## config.mk

```make
export PLATFORM = sky130hd
export DESIGN_NAME = mux_arb_flat
export DESIGN_NICKNAME = d
export VERILOG_FILES = /design/src/rtl/mux_arb_pkg.sv /design/src/rtl/mux_arb_if.sv /design/src/rtl/mux_arb_rr_pick2.sv /design/src/rtl/mux_arb.sv /design/src/flat_wrapper.sv
export SDC_FILE = /design/constraint.sdc
export NUM_CORES = 1
export LEC_CHECK = 0
export BUFFER_PORTS_ARGS = -buffer_cell sky130_fd_sc_hd__buf_2
export CORE_AREA = 3 3 40 42
export CTS_BUF_LIST = sky130_fd_sc_hd__clkbuf_8
export DETAILED_ROUTE_END_ITERATION = 8
export DIE_AREA = 0 0 43 45
export PLACE_DENSITY = 0.7
export SLEW_MARGIN = 10
export SYNTH_ARGS = -nofsm -noshare
export SYNTH_HDL_FRONTEND = slang
export SYNTH_HIERARCHICAL = 1
export SYNTH_SLANG_ARGS = --single-unit
```

## constraint.sdc

```tcl
create_clock -name clk -period 1.9 [get_ports clk]
set_clock_uncertainty 0.1 [all_clocks]
set_input_delay 0.38 -clock clk [delete_from_list [all_inputs] [get_ports clk]]
set_output_delay 0.38 -clock clk [all_outputs]
set_load 0.02 [all_outputs]
```

## src/rtl/mux_arb_pkg.sv

```systemverilog
// Shared types for the wormhole output-port arbiter: flit-type codes,
// arbiter states and the one-hot mux select values.
package mux_arb_pkg;

   localparam int TYPEW   = 2;
   localparam int PORT_P1 = 5;
   localparam int SELW    = PORT_P1;

   typedef enum logic [TYPEW-1:0] {
      TYPE_NONE = 2'd0,
      TYPE_HEAD = 2'd1,
      TYPE_DATA = 2'd2,
      TYPE_TAIL = 2'd3
   } flit_type_e;

   typedef enum logic [1:0] {
      ARB_IDLE  = 2'd0,
      ARB_LOCK0 = 2'd1,
      ARB_LOCK1 = 2'd2
   } arb_state_e;

   localparam logic [SELW-1:0] SEL_NONE = 5'b00000;
   localparam logic [SELW-1:0] SEL_IN0  = 5'b00001;
   localparam logic [SELW-1:0] SEL_IN1  = 5'b00010;

endpackage

```

## src/rtl/mux_arb_if.sv

```systemverilog
// Flit-control handshake between the two input buffers, the arbiter and
// the downstream link; the arbiter is the slave side.
interface mux_arb_if;
   import mux_arb_pkg::*;

   logic             ivalid_0;
   logic [TYPEW-1:0] itype_0;
   logic             ivalid_1;
   logic [TYPEW-1:0] itype_1;
   logic             iready;
   logic [SELW-1:0]  sel;
   logic             ordy_0;
   logic             ordy_1;
   logic             busy;
   logic             err;

   modport slave (
      input  ivalid_0, itype_0, ivalid_1, itype_1, iready,
      output sel, ordy_0, ordy_1, busy, err
   );

   modport master (
      output ivalid_0, itype_0, ivalid_1, itype_1, iready,
      input  sel, ordy_0, ordy_1, busy, err
   );

endinterface

```

## src/rtl/mux_arb_rr_pick2.sv

```systemverilog
// Combinational two-request round-robin pick: a lone request wins, and on a
// tie the input that was not granted last wins.
module mux_arb_rr_pick2 (
   input  logic [1:0] req_i,
   input  logic       last_i,
   output logic [1:0] gnt_o
);

   genvar gi;
   generate
      for (gi = 0; gi < 2; gi++) begin : g_pick
         assign gnt_o[gi] = req_i[gi] & (~req_i[1-gi] | (last_i != 1'(gi)));
      end
   endgenerate

endmodule

```

## src/rtl/mux_arb.sv

```systemverilog
// Packet-level round-robin arbiter for the 2:1 router output mux: holds the
// grant from HEAD through TAIL so packets never interleave on the output.
module mux_arb
   import mux_arb_pkg::*;
(
   input  logic      clk,
   input  logic      rst_,
   mux_arb_if.slave  arb_if
);

   arb_state_e state_q, state_d;
   logic       last_q, last_d;
   logic       err_q, err_d;
   logic       hd_q, hd_d;      // head of the current packet already moved

   logic [1:0]            valid;
   logic [1:0][TYPEW-1:0] itype;
   logic [1:0]            head_req;
   logic [1:0]            tail_flit;
   logic [1:0]            lock;
   logic [1:0]            ordy;
   logic [1:0]            xfer;
   logic [1:0]            gnt;
   logic                  own;

   assign valid = {arb_if.ivalid_1, arb_if.ivalid_0};
   assign itype = {arb_if.itype_1, arb_if.itype_0};
   assign lock  = {state_q == ARB_LOCK1, state_q == ARB_LOCK0};
   assign own   = (state_q == ARB_LOCK1);

   genvar gi;
   generate
      for (gi = 0; gi < 2; gi++) begin : g_in
         assign head_req[gi]  = valid[gi] & (itype[gi] == TYPE_HEAD);
         assign tail_flit[gi] = (itype[gi] == TYPE_TAIL);
         assign ordy[gi]      = lock[gi] & arb_if.iready;
         assign xfer[gi]      = valid[gi] & ordy[gi];
      end
   endgenerate

   mux_arb_rr_pick2 u_pick (
      .req_i  (head_req),
      .last_i (last_q),
      .gnt_o  (gnt)
   );

   always_comb begin
      state_d = state_q;
      last_d  = last_q;
      err_d   = err_q;
      hd_d    = hd_q;
      case (state_q)
         ARB_IDLE: begin
            hd_d = 1'b0;
            if (gnt[0]) begin
               state_d = ARB_LOCK0;
               last_d  = 1'b0;
            end else if (gnt[1]) begin
               state_d = ARB_LOCK1;
               last_d  = 1'b1;
            end
            if ((valid & ~head_req) != 2'b00) begin
               err_d = 1'b1;
            end
         end
         ARB_LOCK0, ARB_LOCK1: begin
            // A HEAD after this packet's own head means the tail went missing.
            if (head_req[own] && hd_q) begin
               err_d = 1'b1;
            end
            if (xfer[own]) begin
               hd_d = 1'b1;
            end
            if (xfer[own] && tail_flit[own]) begin
               if (head_req[~own]) begin
                  state_d = own ? ARB_LOCK0 : ARB_LOCK1;
                  last_d  = ~own;
                  hd_d    = 1'b0;
               end else begin
                  state_d = ARB_IDLE;
               end
            end
         end
         default: begin
            state_d = ARB_IDLE;
         end
      endcase
   end

   always_ff @(posedge clk or negedge rst_) begin
      if (!rst_) begin
         state_q <= ARB_IDLE;
         last_q  <= 1'b1;
         err_q   <= 1'b0;
         hd_q    <= 1'b0;
      end else begin
         state_q <= state_d;
         last_q  <= last_d;
         err_q   <= err_d;
         hd_q    <= hd_d;
      end
   end

   assign arb_if.sel    = lock[0] ? SEL_IN0 : (lock[1] ? SEL_IN1 : SEL_NONE);
   assign arb_if.ordy_0 = ordy[0];
   assign arb_if.ordy_1 = ordy[1];
   assign arb_if.busy   = (state_q != ARB_IDLE);
   assign arb_if.err    = err_q;

endmodule

```

## src/flat_wrapper.sv

```systemverilog
// flat-port wrapper written by rule: the top's interface ports become plain ports
module mux_arb_flat import mux_arb_pkg::*;
  (clk, rst_, arb_if_ivalid_0, arb_if_itype_0, arb_if_ivalid_1, arb_if_itype_1, arb_if_iready, arb_if_sel, arb_if_ordy_0, arb_if_ordy_1, arb_if_busy, arb_if_err);
  mux_arb_if arb_if_i ();
  input  logic clk;
  input  logic rst_;
  input wire logic [$bits(arb_if_i.ivalid_0)-1:0] arb_if_ivalid_0;
  input wire logic [$bits(arb_if_i.itype_0)-1:0] arb_if_itype_0;
  input wire logic [$bits(arb_if_i.ivalid_1)-1:0] arb_if_ivalid_1;
  input wire logic [$bits(arb_if_i.itype_1)-1:0] arb_if_itype_1;
  input wire logic [$bits(arb_if_i.iready)-1:0] arb_if_iready;
  output wire logic [$bits(arb_if_i.sel)-1:0] arb_if_sel;
  output wire logic [$bits(arb_if_i.ordy_0)-1:0] arb_if_ordy_0;
  output wire logic [$bits(arb_if_i.ordy_1)-1:0] arb_if_ordy_1;
  output wire logic [$bits(arb_if_i.busy)-1:0] arb_if_busy;
  output wire logic [$bits(arb_if_i.err)-1:0] arb_if_err;
  assign arb_if_i.ivalid_0 = arb_if_ivalid_0;
  assign arb_if_i.itype_0 = arb_if_itype_0;
  assign arb_if_i.ivalid_1 = arb_if_ivalid_1;
  assign arb_if_i.itype_1 = arb_if_itype_1;
  assign arb_if_i.iready = arb_if_iready;
  assign arb_if_sel = arb_if_i.sel;
  assign arb_if_ordy_0 = arb_if_i.ordy_0;
  assign arb_if_ordy_1 = arb_if_i.ordy_1;
  assign arb_if_busy = arb_if_i.busy;
  assign arb_if_err = arb_if_i.err;
  mux_arb u_core (.clk(clk), .rst_(rst_), .arb_if(arb_if_i));
endmodule
```

# Word level (Yosys, flattened, before mapping)
# Index checks and enable logic that the tools add are counted.
dict set report classes {
  reduce_logical 10
  magnitude_cmp 2
  muxes 28
  eq_ne 11
  bitwise_logic 16
}
# op n
set op_table {}
lappend op_table {{$mux 1} 17}
lappend op_table {{$mux 2} 6}
lappend op_table {{$and 1x1->1} 8}
lappend op_table {{$ne 2x1->1 const B} 4}
lappend op_table {{$eq 2x1->1 const B} 3}
lappend op_table {{$eq 2x2->1 const B} 3}
lappend op_table {{$pmux 1 s2} 3}
lappend op_table {{$reduce_bool 2->1} 3}
lappend op_table {{$mux 5} 1}
lappend op_table {{$lt 1x2->1 const B} 2}
lappend op_table {{$not 1->1} 4}
lappend op_table {{$pmux 2 s2} 1}
lappend op_table {{$reduce_and 4->1} 1}
lappend op_table {{$ne 3x1->1 const B} 1}
lappend op_table {{$reduce_and 3->1} 1}
lappend op_table {{$and 2x2->2} 1}
lappend op_table {{$logic_and 1x1->1} 2}
lappend op_table {{$logic_not 2->1} 1}
lappend op_table {{$not 2->2} 1}
lappend op_table {{$or 1x1->1} 2}
lappend op_table {{$reduce_and 2->1} 1}
lappend op_table {{$reduce_or 2->1} 1}
dict set report word_totals {
  word_cells 71
  regBits 5
  input_bits 9
  output_inout_bits 9
}

# Longest topological paths before layout
dict set report logic_depth {
  depth_word 9
  depth_mapped 7
  mapped_depth_nobuf 6
}

# Hierarchy
# The synthesis kept the hierarchy.
# mod cells_per_inst n_inst area_per_inst_um2 seq_area_each_um2
set by_module_without_submodules {}
lappend by_module_without_submodules {mux_arb 62 1 526.8 126.4}
lappend by_module_without_submodules {mux_arb_rr_pick2 3 1 18.8 0.0}

# Least setup slack after synthesis
# No wires, ideal clock.
dict set report synth_path {
  kind {register -> register}
  startpoint {register u_core.state_q[0]}
  endpoint {register u_core.hd_q}
  stages_incl_launch_ff 7
  arrival_ns 1.734
  t_required_ns 1.676
  synth_period_minus_slack_ns 1.958
  setup_slack_ns -0.058
  path_buffers 0
  setup_ns 0.124
  cell_sequence {dfrtp_1 inv_1 ha_1 and4b_1 or2_1 nor4bb_1 a211o_1}
}
dict set report synth_via {
  elab_chain_cells 9
  elab_cells_between_ends 20
  classes_between {2 x eq/ne; 10 x mux; 4 x bitwise; 4 x reduce/logical}
}
# element line_no
set synth_lines {}
lappend synth_lines {{start: declaration} mux_arb.sv:11} ;# arb_state_e state_q, state_d;
lappend synth_lines {{start signal: assignment} mux_arb.sv:97} ;# state_q <= state_d;
lappend synth_lines {{$eq 2x1->1 / $eq 2x2->1 (equally long branches)} {mux_arb.sv:28, mux_arb.sv:52, mux_arb.sv:29}}
lappend synth_lines {{$and 1x1->1} mux_arb.sv:36} ;# assign ordy[gi] = lock[gi] & arb_if.iready;
lappend synth_lines {{$and 1x1->1} mux_arb.sv:37} ;# assign xfer[gi] = valid[gi] & ordy[gi];
lappend synth_lines {{$mux 1 (not written as such) (2 in a row)} {mux_arb.sv:71, mux_arb.sv:74}}
lappend synth_lines {{$mux 1} mux_arb.sv:71} ;# if (xfer[own]) begin
lappend synth_lines {{$mux 1} mux_arb.sv:75} ;# if (head_req[~own]) begin
lappend synth_lines {{$mux 1} mux_arb.sv:74} ;# if (xfer[own] && tail_flit[own]) begin
lappend synth_lines {{$pmux 1 s2} mux_arb.sv:52} ;# case (state_q)
lappend synth_lines {{end signal: assignment} mux_arb.sv:95} ;# hd_q <= 1'b0;
lappend synth_lines {{end signal: assignment} mux_arb.sv:100} ;# hd_q <= hd_d;
lappend synth_lines {{end: declaration} mux_arb.sv:14} ;# logic hd_q, hd_d;
# Several ways; a longest one is shown, not always the timed one. The select of a mux whose other input is x is not followed.
# A chain may end at the register's enable or synchronous reset.

# Worst setup path after layout
# Same ends and word-level chain as after synthesis.

==> impl_metrics.csv <==
group,metric,value,unit
global_route,grt_pass1_vias,520,
floorplanning,rows,13,
cts,path_clk_slew,0.04,ns
finish,syn2layout_area_growth,36.0,%
synth,syn_inst,65,
sta,setup_slack,0.112,ns
placed_design,place_ws,-0.0182,ns
global_route,overflow,0,
cts,cts-buffers-inserted,3,
sta,tns,0,ns
drt,drt-initial-drc-count,5,
cts,worstSkewPairLatency,0.22,ns
floorplanning,die_width,43,um
finish,stdcell_area,742,sq um
cts,cts.sinks,5,
finish,diodes,0,
floorplanning,initial_core_util,0.425,
drt,antenna_left,0,
worst_hold_path,min-delay-start,"u_core/arb_if.err",
global_route,grt_max_degree,11,
floorplanning,coreArea,1280,sq um
drt,post_drt_wl_per_cell,12.4,um
sta,report.final.setup_viol,0,
worst_setup_path,worstPathArrival,1.78,ns
synth,synth.yosys.seq_area_share,0.232,
finish,final_common_cell,"buf_2",
floorplanning,dieArea,1940,sq um
worst_setup_path,cp_num_buf_inv,1,
cts,cts_setup_buffers,0,
sta,hold_viol_final,0,
global_route,antenna_found_initial,0,
drt,viasPerCell,5.31,
worst_setup_path,critPathSlowestCell,"dfrtp_1",
worst_setup_path,critPathKind,"reg -> reg",
drt,vias,547,
sta,worst_hold_slack,0.351,ns
global_route,grt.busiest_layer,"met2",
drt,dr.pass1.iters,4,
finish,drive_above_1_share,0.364,
floorplanning,io_pins,18,
global_route,met1_usage,0.178,
sta,fmax,559,MHz
sta,min_period,1.79,ns
global_route,met3_usage,0.0598,
sta,rsz0062_at_grt,"no",
power_and_ir_drop,total_power,1.08,mW
worst_setup_path,path_delay_family,"simple AND/OR/NAND/NOR gates",
synth,synthDistinctLibCells,36,
sta,drv_slew,0,
drt,wirelength,1280,um
power_and_ir_drop,power_density,1460,nW/um^2
worst_setup_path,max_stage_delay,0.38,ns
synth,syn_avg_cell_area,8.39,sq um
run_status,status,"complete, no violations",
placed_design,globalplace.congestion,0.802,
cts,cts_root_buffer,"clkbuf_8",
placed_design,io_buffer_count,14,
finish,final_nets,103,
placed_design,hpwlAfterDp,1030,um
worst_setup_path,cp-start-kind,"flop",
cts,htree_levels,1,
synth,ys_warn_count,6,
worst_setup_path,cp-startpoint,"u_core/state_q[0]",
sta,fin_crit_sh,0.941,
global_route,grt_pass1_wl,2190,um
power_and_ir_drop,ir_worst_vdd,0.000767,V
run,maxCapViolations,0,
power_and_ir_drop,p_leak,0.379,nW
cts,cts_tree,"built",
floorplanning,die_height,45,um
global_route,grtUsageTotal,0.154,
worst_setup_path,crit_required,1.89,ns
placed_design,postPlaceCellArea,663,sq um
worst_setup_path,reg2reg_from,"u_core/state_q[0]",
finish,mostFrequentLayoutCells,"buf_2, inv_1, buf_4, o21ai_0",
worst_setup_path,crit_chain,"buf_4 > ha_1 > and4b_1 > or2_1 > nor4bb_1 > a211o_1",
worst_setup_path,endpoint_kind,"flop",
worst_setup_path,crit_fanout,3,
global_route,met2_usage,0.269,
drt,drc,0,
synth,ys_seq_elements,5,
cts,cts_buffer_depth,2,
worst_hold_path,hold_class,"reg -> reg",
synth,synth_area,546,sq um
-- worst register-to-register path, stage by stage, from the launching register on --
cell,delay (ns)
dfrtp_1,0.38
buf_4,0.15
ha_1,0.21
and4b_1,0.20
or2_1,0.23
nor4bb_1,0.15
a211o_1,0.24
-- routing by layer --
layer / wire length, um / part of all wire
met1: 533 / 0.42
met2: 666 / 0.52
met3: 77 / 0.060
met4: 5 / 0.0039
met5: 0 / 0
-- logic make-up after synthesis --
logic type,share of synthesized area
AO/OA/AOI/OAI,0.206
adder cells (fa/ha/maj),0.115
buffers and inverters,0.0963
flip-flops,0.232
multiplexers,0.0596
other,0.00687
AND/OR/NAND/NOR,0.284
-- synthesized netlist by cell type, drive strengths merged --
cell	number	area [sq um]
buf	3	22.5
a311oi	1	8.76
a2bb2oi	1	8.76
clkbuf	1	3.75
nor2	3	11.3
or2	1	6.26
nand3b	1	7.51
nand4b	1	8.76
a211o	1	8.76
a21boi	2	15.0
mux2i	1	10.0
nand2	2	7.51
and4b	1	10.0
a21oi	3	15.0
and4	1	8.76
and2	2	12.5
a32oi	1	8.76
a31oi	1	6.26
mux2	2	22.5
nor2b	1	6.26
dfstp	1	26.3
inv	7	26.3
o22ai	1	6.26
ha	5	62.6
o31ai	1	7.51
and3b	3	26.3
nand4bb	1	11.3
nor3	2	10.0
o21ai	4	20.0
nor4bb	1	10.0
and3	1	6.26
conb	1	3.75
a21o	1	7.51
dfrtp	4	100
nand2b	2	12.5
-- where the power goes --
part	internal [mW]	leakage [nW]	switching, mW
Combinational	0.324	0.294	0.367
Sequential	0.158	0.0576	0.0439
Clock	0.138	0.0269	0.0505
-- cell type report --
class,count,area (sq um)
Clock buffer,3,41.3
Fill cell,122,543
Tap cell,15,18.8
Inverter,7,26.3
Clock inverter,1,3.75
Timing Repair Buffer,21,125
Multi-Input combinational cell,51,399
Sequential cell,5,128
-- state kept, by name, summed over array words and instances (netlist names) --
register and cells:
u_core/state_q 2, u_core/arb_if.err 1, u_core/hd_q 1, u_core/last_q 1
-- through the flow --
stage / cells / util
final: 103 / 0.577
after global routing: 103 / 0.577
after CTS: 103 / 0.559
after detailed placement: 98 / 0.516
after global placement: 98 / 0.516
after floorplan: 67 / -
-- repair_timing --
item                                    4_1_cts  5_1_grt
endpoints found under the hold margin         4        0
endpoints found under the setup margin        0        4
resized for setup                             0        6
hold buffers                                  1        0
-- worst paths after layout --
kind | end | slack (ns) | cells after the start
max | u_core/hd_q | 0.11 | 6
min | u_core/arb_if.err | 0.35 | 1
max reg2reg | u_core/hd_q | 0.11 | 6
min reg2reg | u_core/arb_if.err | 0.35 | 1
max in group asynchronous | u_core/last_q | 1.08 | 2
min in group asynchronous | u_core/arb_if.err | 0.41 | 2
Note: power is estimated with default switching activity, not from simulation.
